===== src/rtl/mini_src_control_unit_if.sv =====
// mini_src_control_unit_if: IR/condition inputs and datapath strobes between the control unit and the Mini SRC datapath.
interface mini_src_control_unit_if;
    logic [31:0] ir;
    logic con_ff, start, stop, run;
    logic gra, grb, grc, r_in, r_out, ba_out;
    logic p_out, pc_en, mar_en, mdr_en, mdr_out, read, write, ir_en;
    logic y_en, zlo_en, zhi_en, zlo_out, hi_out, lo_out, c_out;
    logic in_port_out, out_port_en, con_in;
    logic [4:0] alu_control;
    modport master (
        input  ir, con_ff, start, stop,
        output run, gra, grb, grc, r_in, r_out, ba_out,
        output p_out, pc_en, mar_en, mdr_en, mdr_out, read, write, ir_en,
        output y_en, zlo_en, zhi_en, zlo_out, hi_out, lo_out, c_out,
        output in_port_out, out_port_en, con_in, alu_control
    );
    modport slave (
        output ir, con_ff, start, stop,
        input  run, gra, grb, grc, r_in, r_out, ba_out,
        input  p_out, pc_en, mar_en, mdr_en, mdr_out, read, write, ir_en,
        input  y_en, zlo_en, zhi_en, zlo_out, hi_out, lo_out, c_out,
        input  in_port_out, out_port_en, con_in, alu_control
    );
endinterface


===== src/rtl/mini_src_control_unit.sv =====
// mini_src_control_unit: hard-wired Mini SRC sequencer decoding step count, IR opcode and CON into datapath strobes.
module mini_src_control_unit #(
    parameter logic [4:0] ALU_ADD = 5'b00011,
    parameter logic [4:0] ALU_AND = 5'b00101,
    parameter logic [4:0] ALU_OR  = 5'b00110,
    parameter logic [4:0] ALU_INC = 5'b11011
) (
    input logic clk,
    input logic clr,
    mini_src_control_unit_if.master bus
);
    typedef enum logic [2:0] {T0, T1, T2, T3, T4, T5, T6, T7} step_t;
    step_t step;
    logic halted, stop_lat, run, zen, last, go_halt;
    logic is_rrr, is_imm, is_ldi, is_ld, is_st, is_br, is_halt;
    logic [4:0] op, alu_imm;
    assign op      = bus.ir[31:27];
    assign is_rrr  = op inside {5'b00011, 5'b00100, 5'b00101, 5'b00110};
    assign is_imm  = op inside {5'b01100, 5'b01101, 5'b01110};
    assign is_ldi  = op == 5'b00001;
    assign is_ld   = op == 5'b00000;
    assign is_st   = op == 5'b00010;
    assign is_br   = op == 5'b10010;
    assign is_halt = op == 5'b11010;
    assign alu_imm = op == 5'b01101 ? ALU_AND : op == 5'b01110 ? ALU_OR : ALU_ADD;
    assign last = (step == T5 && (is_rrr || is_imm || is_ldi)) ||
                  (step == T7 && (is_ld || is_st)) ||
                  (step == T6 && is_br) ||
                  (step == T3 && !(is_rrr || is_imm || is_ldi || is_ld || is_st || is_br));
    assign go_halt = stop_lat || is_halt;
    // clr gates run so strobes drop the instant reset asserts, even mid-write
    assign run = clr && !halted;
    assign bus.run = run;
    assign bus.zlo_en = zen;
    assign bus.zhi_en = zen;
    always_ff @(posedge clk or negedge clr) begin
        if (!clr) begin
            step     <= T0;
            halted   <= 1'b0;
            stop_lat <= 1'b0;
        end else if (halted) begin
            halted   <= !bus.start;
            stop_lat <= 1'b0;
        end else if (last) begin
            step     <= T0;
            halted   <= go_halt;
            stop_lat <= go_halt ? 1'b0 : stop_lat || bus.stop;
        end else begin
            step     <= step_t'(step + 3'd1);
            stop_lat <= stop_lat || bus.stop;
        end
    end
    always_comb begin
        {bus.gra, bus.grb, bus.grc, bus.r_in, bus.r_out, bus.ba_out} = '0;
        {bus.p_out, bus.pc_en, bus.mar_en, bus.mdr_en, bus.mdr_out, bus.read, bus.write, bus.ir_en} = '0;
        {bus.y_en, bus.zlo_out, bus.hi_out, bus.lo_out, bus.c_out} = '0;
        {bus.in_port_out, bus.out_port_en, bus.con_in} = '0;
        zen = 1'b0;
        bus.alu_control = '0;
        if (run) begin
            case (step)
                T0: begin
                    {bus.p_out, bus.mar_en, zen} = '1;
                    bus.alu_control = ALU_INC;
                end
                T1: {bus.zlo_out, bus.pc_en, bus.read, bus.mdr_en} = '1;
                T2: {bus.mdr_out, bus.ir_en} = '1;
                T3: begin
                    if (is_rrr || is_imm) {bus.grb, bus.r_out, bus.y_en} = '1;
                    if (is_ldi || is_ld || is_st) {bus.grb, bus.ba_out, bus.y_en} = '1;
                    if (is_br) {bus.gra, bus.r_out, bus.con_in} = '1;
                    if (op == 5'b10011) {bus.gra, bus.r_out, bus.pc_en} = '1;
                    if (op == 5'b10101) {bus.in_port_out, bus.gra, bus.r_in} = '1;
                    if (op == 5'b10110) {bus.gra, bus.r_out, bus.out_port_en} = '1;
                    if (op == 5'b10111) {bus.hi_out, bus.gra, bus.r_in} = '1;
                    if (op == 5'b11000) {bus.lo_out, bus.gra, bus.r_in} = '1;
                end
                T4: begin
                    if (is_rrr) begin
                        {bus.grc, bus.r_out, zen} = '1;
                        bus.alu_control = op;
                    end
                    if (is_imm || is_ldi || is_ld || is_st) begin
                        {bus.c_out, zen} = '1;
                        bus.alu_control = alu_imm;
                    end
                    if (is_br) {bus.p_out, bus.y_en} = '1;
                end
                T5: begin
                    if (is_rrr || is_imm || is_ldi) {bus.zlo_out, bus.gra, bus.r_in} = '1;
                    if (is_ld || is_st) {bus.zlo_out, bus.mar_en} = '1;
                    if (is_br) begin
                        {bus.c_out, zen} = '1;
                        bus.alu_control = ALU_ADD;
                    end
                end
                T6: begin
                    if (is_ld) {bus.read, bus.mdr_en} = '1;
                    if (is_st) {bus.gra, bus.r_out, bus.mdr_en} = '1;
                    if (is_br && bus.con_ff) {bus.zlo_out, bus.pc_en} = '1;
                end
                T7: begin
                    if (is_ld) {bus.mdr_out, bus.gra, bus.r_in} = '1;
                    if (is_st) bus.write = 1'b1;
                end
            endcase
        end
    end
endmodule


===== src/flat_wrapper.sv =====
// flat-port wrapper written by rule: the top's interface ports become plain ports
module mini_src_control_unit_flat 
#(
    parameter logic [4:0] ALU_ADD = 5'b00011,
    parameter logic [4:0] ALU_AND = 5'b00101,
    parameter logic [4:0] ALU_OR  = 5'b00110,
    parameter logic [4:0] ALU_INC = 5'b11011
)
  (clk, clr, bus_ir, bus_con_ff, bus_start, bus_stop, bus_run, bus_gra, bus_grb, bus_grc, bus_r_in, bus_r_out, bus_ba_out, bus_p_out, bus_pc_en, bus_mar_en, bus_mdr_en, bus_mdr_out, bus_read, bus_write, bus_ir_en, bus_y_en, bus_zlo_en, bus_zhi_en, bus_zlo_out, bus_hi_out, bus_lo_out, bus_c_out, bus_in_port_out, bus_out_port_en, bus_con_in, bus_alu_control);
  mini_src_control_unit_if bus_i ();
  input logic clk;
  input logic clr;
  input wire logic [$bits(bus_i.ir)-1:0] bus_ir;
  input wire logic [$bits(bus_i.con_ff)-1:0] bus_con_ff;
  input wire logic [$bits(bus_i.start)-1:0] bus_start;
  input wire logic [$bits(bus_i.stop)-1:0] bus_stop;
  output wire logic [$bits(bus_i.run)-1:0] bus_run;
  output wire logic [$bits(bus_i.gra)-1:0] bus_gra;
  output wire logic [$bits(bus_i.grb)-1:0] bus_grb;
  output wire logic [$bits(bus_i.grc)-1:0] bus_grc;
  output wire logic [$bits(bus_i.r_in)-1:0] bus_r_in;
  output wire logic [$bits(bus_i.r_out)-1:0] bus_r_out;
  output wire logic [$bits(bus_i.ba_out)-1:0] bus_ba_out;
  output wire logic [$bits(bus_i.p_out)-1:0] bus_p_out;
  output wire logic [$bits(bus_i.pc_en)-1:0] bus_pc_en;
  output wire logic [$bits(bus_i.mar_en)-1:0] bus_mar_en;
  output wire logic [$bits(bus_i.mdr_en)-1:0] bus_mdr_en;
  output wire logic [$bits(bus_i.mdr_out)-1:0] bus_mdr_out;
  output wire logic [$bits(bus_i.read)-1:0] bus_read;
  output wire logic [$bits(bus_i.write)-1:0] bus_write;
  output wire logic [$bits(bus_i.ir_en)-1:0] bus_ir_en;
  output wire logic [$bits(bus_i.y_en)-1:0] bus_y_en;
  output wire logic [$bits(bus_i.zlo_en)-1:0] bus_zlo_en;
  output wire logic [$bits(bus_i.zhi_en)-1:0] bus_zhi_en;
  output wire logic [$bits(bus_i.zlo_out)-1:0] bus_zlo_out;
  output wire logic [$bits(bus_i.hi_out)-1:0] bus_hi_out;
  output wire logic [$bits(bus_i.lo_out)-1:0] bus_lo_out;
  output wire logic [$bits(bus_i.c_out)-1:0] bus_c_out;
  output wire logic [$bits(bus_i.in_port_out)-1:0] bus_in_port_out;
  output wire logic [$bits(bus_i.out_port_en)-1:0] bus_out_port_en;
  output wire logic [$bits(bus_i.con_in)-1:0] bus_con_in;
  output wire logic [$bits(bus_i.alu_control)-1:0] bus_alu_control;
  assign bus_i.ir = bus_ir;
  assign bus_i.con_ff = bus_con_ff;
  assign bus_i.start = bus_start;
  assign bus_i.stop = bus_stop;
  assign bus_run = bus_i.run;
  assign bus_gra = bus_i.gra;
  assign bus_grb = bus_i.grb;
  assign bus_grc = bus_i.grc;
  assign bus_r_in = bus_i.r_in;
  assign bus_r_out = bus_i.r_out;
  assign bus_ba_out = bus_i.ba_out;
  assign bus_p_out = bus_i.p_out;
  assign bus_pc_en = bus_i.pc_en;
  assign bus_mar_en = bus_i.mar_en;
  assign bus_mdr_en = bus_i.mdr_en;
  assign bus_mdr_out = bus_i.mdr_out;
  assign bus_read = bus_i.read;
  assign bus_write = bus_i.write;
  assign bus_ir_en = bus_i.ir_en;
  assign bus_y_en = bus_i.y_en;
  assign bus_zlo_en = bus_i.zlo_en;
  assign bus_zhi_en = bus_i.zhi_en;
  assign bus_zlo_out = bus_i.zlo_out;
  assign bus_hi_out = bus_i.hi_out;
  assign bus_lo_out = bus_i.lo_out;
  assign bus_c_out = bus_i.c_out;
  assign bus_in_port_out = bus_i.in_port_out;
  assign bus_out_port_en = bus_i.out_port_en;
  assign bus_con_in = bus_i.con_in;
  assign bus_alu_control = bus_i.alu_control;
  mini_src_control_unit #(.ALU_ADD(ALU_ADD), .ALU_AND(ALU_AND), .ALU_OR(ALU_OR), .ALU_INC(ALU_INC)) u_core (.clk(clk), .clr(clr), .bus(bus_i));
endmodule

===== config.mk =====
export PLATFORM = sky130hd
export DESIGN_NAME = mini_src_control_unit_flat
export DESIGN_NICKNAME = d
export VERILOG_FILES = /design/src/rtl/mini_src_control_unit_if.sv /design/src/rtl/mini_src_control_unit.sv /design/src/flat_wrapper.sv
export SDC_FILE = /design/constraint.sdc
export NUM_CORES = 1
export LEC_CHECK = 0
export CAP_MARGIN = 20
export CORE_MARGIN = 1.5
export CORE_UTILIZATION = 57
export DETAILED_ROUTE_END_ITERATION = 10
export DONT_BUFFER_PORTS = 1
export PLACE_DENSITY = 0.73
export SLEW_MARGIN = 20
export SYNTH_ARGS = -nofsm -noshare
export SYNTH_HDL_FRONTEND = slang
export SYNTH_SLANG_ARGS = --single-unit

===== constraint.sdc =====
create_clock -name clk -period 2.4 [get_ports clk]
set_clock_uncertainty 0.1 [all_clocks]
set_input_delay 0.24 -clock clk [delete_from_list [all_inputs] [get_ports clk]]
set_output_delay 0.24 -clock clk [all_outputs]
set_load 0.03 [all_outputs]

# Word level (Yosys, flattened, before mapping)
# Index checks and enable logic that the tools add are counted.
# W data, S select, Z words.
dict set report totals {
  output_inout_bits 30
  word_cells 144
  reg_bits 5
  input_bits 37
}
dict set report classes {
  n_mux 88
  n_eq_ne 23
  reduce_logical 29
  n_addsub 1
}
# op n
set op_table {}
lappend op_table {{$mux W1} 67}
lappend op_table {{$eq A5 B5 Y1 const B} 7}
lappend op_table {{$mux W5} 4}
lappend op_table {{$logic_or A1 B1 Y1} 16}
lappend op_table {{$eq A5 B3 Y1 const B} 3}
lappend op_table {{$eq A5 B4 Y1 const B} 3}
lappend op_table {{$pmux W1 S3} 5}
lappend op_table {{$pmux W5 S3} 1}
lappend op_table {{$pmux W1 S2} 7}
lappend op_table {{$eq A3 B3 Y1 const B} 4}
lappend op_table {{$eq A5 B2 Y1 const B} 2}
lappend op_table {{$eq A3 B2 Y1 const B} 2}
lappend op_table {{$logic_and A1 B1 Y1} 6}
lappend op_table {{$mux W3} 2}
lappend op_table {{$eq A5 B1 Y1 const B} 1}
lappend op_table {{$logic_not A5 Y1} 1}
lappend op_table {{$pmux W1 S4} 1}
lappend op_table {{$reduce_bool A4 Y1} 1}
lappend op_table {{$add A3 B1 Y3 const B} 1}
lappend op_table {{$eq A3 B1 Y1 const B} 1}
lappend op_table {{$logic_not A1 Y1} 3}
lappend op_table {{$logic_not A3 Y1} 1}
lappend op_table {{$reduce_bool A3 Y1} 1}
lappend op_table {{$mux W2} 1}

# Logic depth before layout (Yosys ltp)
dict set report depth {
  depth_word 12
  ltp_mapped 9
  ltp_nobuf 6
}

# Worst setup path after synthesis
# OpenSTA, ideal clock, no wires.
dict set report synth_timing {
  kind {register to output}
  from {register u_core.step[2]}
  to {output port bus_pc_en}
  required_ps 2060
  path_slack_ps -371
  stages_incl_launch_ff 9
  t_arrival_ps 2431
  cell_sequence {dfrtp_1 -> buf_2 -> inv_1 -> clkbuf_1 -> ha_1 -> clkbuf_1 -> nand3b_1 -> or4_1 -> a31oi_1}
}
dict set report synth_between {
  elab_chain_len 3
  word_cells_on_any_way 5
  cone_classes {eq/ne (3); mux (2)}
}
# element line
set synth_rtl {}
lappend synth_rtl {{start: declaration} mini_src_control_unit.sv:13} ;# step_t step;
lappend synth_rtl {{start signal: assignment} mini_src_control_unit.sv:49} ;# step <= step_t'(step + 3'd1);
lappend synth_rtl {{$eq A3 B3 Y1, or another cell as far along} mini_src_control_unit.sv:61} ;# case (step)
lappend synth_rtl {{$pmux W1 S3 *} mini_src_control_unit.sv:61}
lappend synth_rtl {{$mux W1 *} mini_src_control_unit.sv:60} ;# if (run) begin
lappend synth_rtl {{end: declaration} flat_wrapper.sv:25} ;# output wire logic [$bits(bus_i.pc_en)-1:0] bus_pc_en;
# Every way passes the cells marked *; elsewhere a longest branch is shown, timed or not.

# Worst setup path after layout
dict set report layout_timing {
  from {register u_core.step[0]}
  to {output port bus_pc_en}
}
# Same word-level chain as after synthesis.

==> metrics.md <==
| Metric | Value |
|---|---|
| DR vias/cell | `5.934` |
| Fmax | `417.2 MHz` |
| DR DRC count | `0` |
| TritonCTS clock tree | `yes` |
| Path depth of the worst reg2reg path | `6` |
| Root buf cell | `clkbuf_4` |
| Top_reg_cell synth | `dfrtp_1` |
| Core Rows | `15` |
| Leak Pwr | `0.5395 nW` |
| Diodes inserted | `0` |
| Max clock buf depth | `2` |
| Count of state elements after synthesis | `5` |
| WL/cell | `14.09 um` |
| Syn-to-layout area delta | `33.50%` |
| # Max-Cap Violations | `0` |
| Worst-Margin Slew | `573.2 ps` |
| Worst-path cell chain | `ha_2 -> ha_2 -> nand3b_1 -> or4_1 -> a31oi_2 -> buf_4` |
| First DRT Iteration DRCs | `31` |
| Sequential-to-total area share from yosys stat | `12.32%` |
| Tcrit/Tclk final | `99.86%` |
| Combinational power share | `79.0%` |
| Congestion Overflow GR | `0` |
| Largest net degree at the start of global routing | `23` |
| TNS Setup | `0 ps` |
| Final nets | `216` |
| CP startpoint kind | `flop` |
| Critical path buffers and inverters | `1` |
| Crit Path Category | `flop to output port` |
| Worst-path clk slew | `40 ps` |
| Hold Startpoint | `bus_start` |
| Critical R2R Launch | `u_core.step[0]` |
| Arr. time, crit path | `2060 ps` |
| Post-synth EDFFs | `0` |
| PortBufs | `0` |
| Sw Pwr | `657.3 uW` |
| Die Ht | `45.22 um` |
| Outcome | `completed` |
| Seq pwr share | `13.4%` |
| Die X-Extent | `45.22 um` |
| Initial Util | `59.49%` |
| Drt first pass iters | `4` |
| RR Endpoint | `u_core.halted` |
| Worst R2R Setup Slack | `620 ps` |
| Share of cells above drive strength 1 | `36.05%` |
| DP Area | `1270 um2` |
| # IOs | `67` |
| Hpwl dp | `2.023 mm` |
| Tot Pwr | `1.225 mW` |
| Yosys warns | `0` |
| Crit path top cell by count | `ha_2` |
| Worst hold endpoint | `u_core.halted` |
| Synth async-reset ratio | `100.0%` |
| Pwr dens | `903.5 nW/um2` |
| Cell Int Power | `568.1 uW` |
| TritonCTS Sinks | `5` |
| Total Routed Length | `2.776 mm` |
| Mean Syn Cell Area | `6.865 um2` |
| Hold Path Cell Cnt | `2` |
| Detail Route Antenna Nets | `0` |
| Vias | `1169` |
| Clock share of power | `7.6%` |
| All-Layer GR Usage | `29.63%` |
| Post-synth cell types | `48` |
| Die area | `2045 um2` |
| Mapped Nets | `191` |
| Clk_lat worst skew | `240 ps` |
| CP top delay family | `simple AND/OR/NAND/NOR gates` |
| Worst path depth | `6` |
| Max_slew headroom | `61.71%` |
| Post-Synthesis Cells | `148` |
| Hold Crit Class | `primary input to flop` |
| Core Area | `1708 um2` |
| Final Non-Filler Cells | `197` |
| Fillers | `120` |
| GPL Wtd Cong | `0.8352` |
| Clock H-tree levels | `1` |
| Fin area | `1356 um2` |
| Min cycle time layout | `2397 ps` |
| Mapped cell area | `1016 um2` |
| CP peak stage delay | `520 ps` |
| TritonCTS Buffers | `3` |
| Final setup viols | `0` |
| Antenna violations before repair | `0` |
| RSZ-0062 raised after global routing | `true` |
| CP endpoint kind | `output port` |
| Max stage delay cell, worst path | `or4_1` |
| Final Max Tran Viols | `0` |
| Switching share of power | `53.64%` |
| Vias in the first global route | `948` |
| Placed cell count | `191` |
| Final Hold Viols | `0` |
| Peak VDD IR | `0.8391 mV` |
| First-pass GRT wire length | `4.471 mm` |
| WP data required | `2060 ps` |
| Crit Path Max Fanout | `6` |
==> per-layer routing <==
layer / up-vias / GRT usage, % / share of wire [%]
li1: 583 / - / -
met1: 535 / 40.98 / 42
met2: 49 / 47.43 / 51
met3: 2 / 3.200 / 6.3
met4: 0 / 10.59 / 0.68
met5: - / 0 / 0
==> state kept, by name, indices dropped and copies added, names as in the netlist <==
name / count
u_core.stop_lat: 1
u_core.step: 3
u_core.halted: 1
==> cells by family after synthesis <==
| logic type | share of synthesized area (%) |
|---|---|
| multiplexers | 3.202 |
| XOR/XNOR | 0.8622 |
| adder cells (fa/ha/maj) | 7.389 |
| AND/OR/NAND/NOR | 38.30 |
| flip-flops | 12.32 |
| AO/OA/AOI/OAI | 28.94 |
| buffers and inverters | 8.990 |
==> placed cells by master, fill, tap and decap left out, types with 4 or more instances in the layout <==
| cell | n |
|---|---|
| a21oi_1 | 10 |
| buf_4 | 32 |
| dfrtp_1 | 5 |
| ha_2 | 4 |
| nand2_1 | 14 |
| nand2b_1 | 4 |
| nand3_1 | 4 |
| nand3b_1 | 4 |
| nor2_1 | 17 |
| nor2b_1 | 4 |
| o21ai_0 | 5 |
| o21ai_1 | 6 |
==> power groups by stage <==
| stage | logic [mW] | clock network [mW] | registers (mW) |
|---|---|---|---|
| after global placement | 0.884 | 0 | 0.165 |
| after detailed placement | 0.902 | 0 | 0.167 |
| final | 0.968 | 0.0928 | 0.165 |
| after global routing | 1.05 | 0.100 | 0.170 |
| after CTS | 0.917 | 0.0974 | 0.166 |
| after floorplan | 0.673 | 0 | 0.161 |
==> cell usage after synthesis, types with 2 or more instances <==
cell,n,area share [%]
nor2_1,17,6.3
nand2_1,15,5.5
a21oi_1,12,5.9
ha_1,6,7.4
o21ai_1,6,3.0
clkbuf_1,5,1.8
dfrtp_1,5,12
nor3_1,5,2.5
o21ai_0,5,2.5
buf_2,4,2.0
buf_4,4,3.0
nand2b_1,4,2.5
nand3_1,4,2.0
nand3b_1,4,3.0
nor2b_1,4,2.5
a211oi_1,3,2.2
and2_1,3,1.8
inv_1,3,1.1
nor3b_1,3,2.2
a31oi_1,2,1.2
and3_1,2,1.2
inv_2,2,0.74
nor4_1,2,1.2
o211ai_1,2,1.5
o21bai_1,2,1.5
or4_1,2,1.5
==> through the flow <==
step | setup slack (ps) | utilization [%] | hold WS, ps
3_3_place_gp | 262.9 | 74.36 | -155.5
6_report | 3.257 | 79.41 | 105.2
5_1_grt | -69.37 | 79.41 | 116.2
3_5_place_dp | 200.4 | 74.36 | -155.4
2_1_floorplan | -42.17 | - | -155.6
4_1_cts | -12.16 | 76.78 | 98.67
==> how the worst max path moves through the flow <==
stage,startpoint,endpoint,slack (ps)
2_1_floorplan,u_core.step[2],bus_pc_en,-40
3_3_place_gp,u_core.step[0],bus_pc_en,260
3_5_place_dp,u_core.step[0],bus_pc_en,200
4_1_cts,u_core.step[0],bus_pc_en,-10
5_1_grt,u_core.step[0],bus_pc_en,-70
6_report,u_core.step[0],bus_pc_en,3
==> final cells by class <==
class	instances	area (um2)	share of cell area [%]
clock buffers	4	26.28	1.937
inverters	5	18.77	1.384
multi-input cells	124	884.6	65.22
flip-flops and latches	5	125.1	9.225
well taps	25	31.28	2.306
repair buffers	34	270.3	19.93
==> repair_timing <==
item	CTS	global route
pin swaps	0	4
hold buffers	1	0
endpoints found under the setup margin	2	8
buffers inserted	0	1
hold endpoints to repair	5	0
resized for setup	2	9
Note: power is estimated with default switching activity, not from simulation.
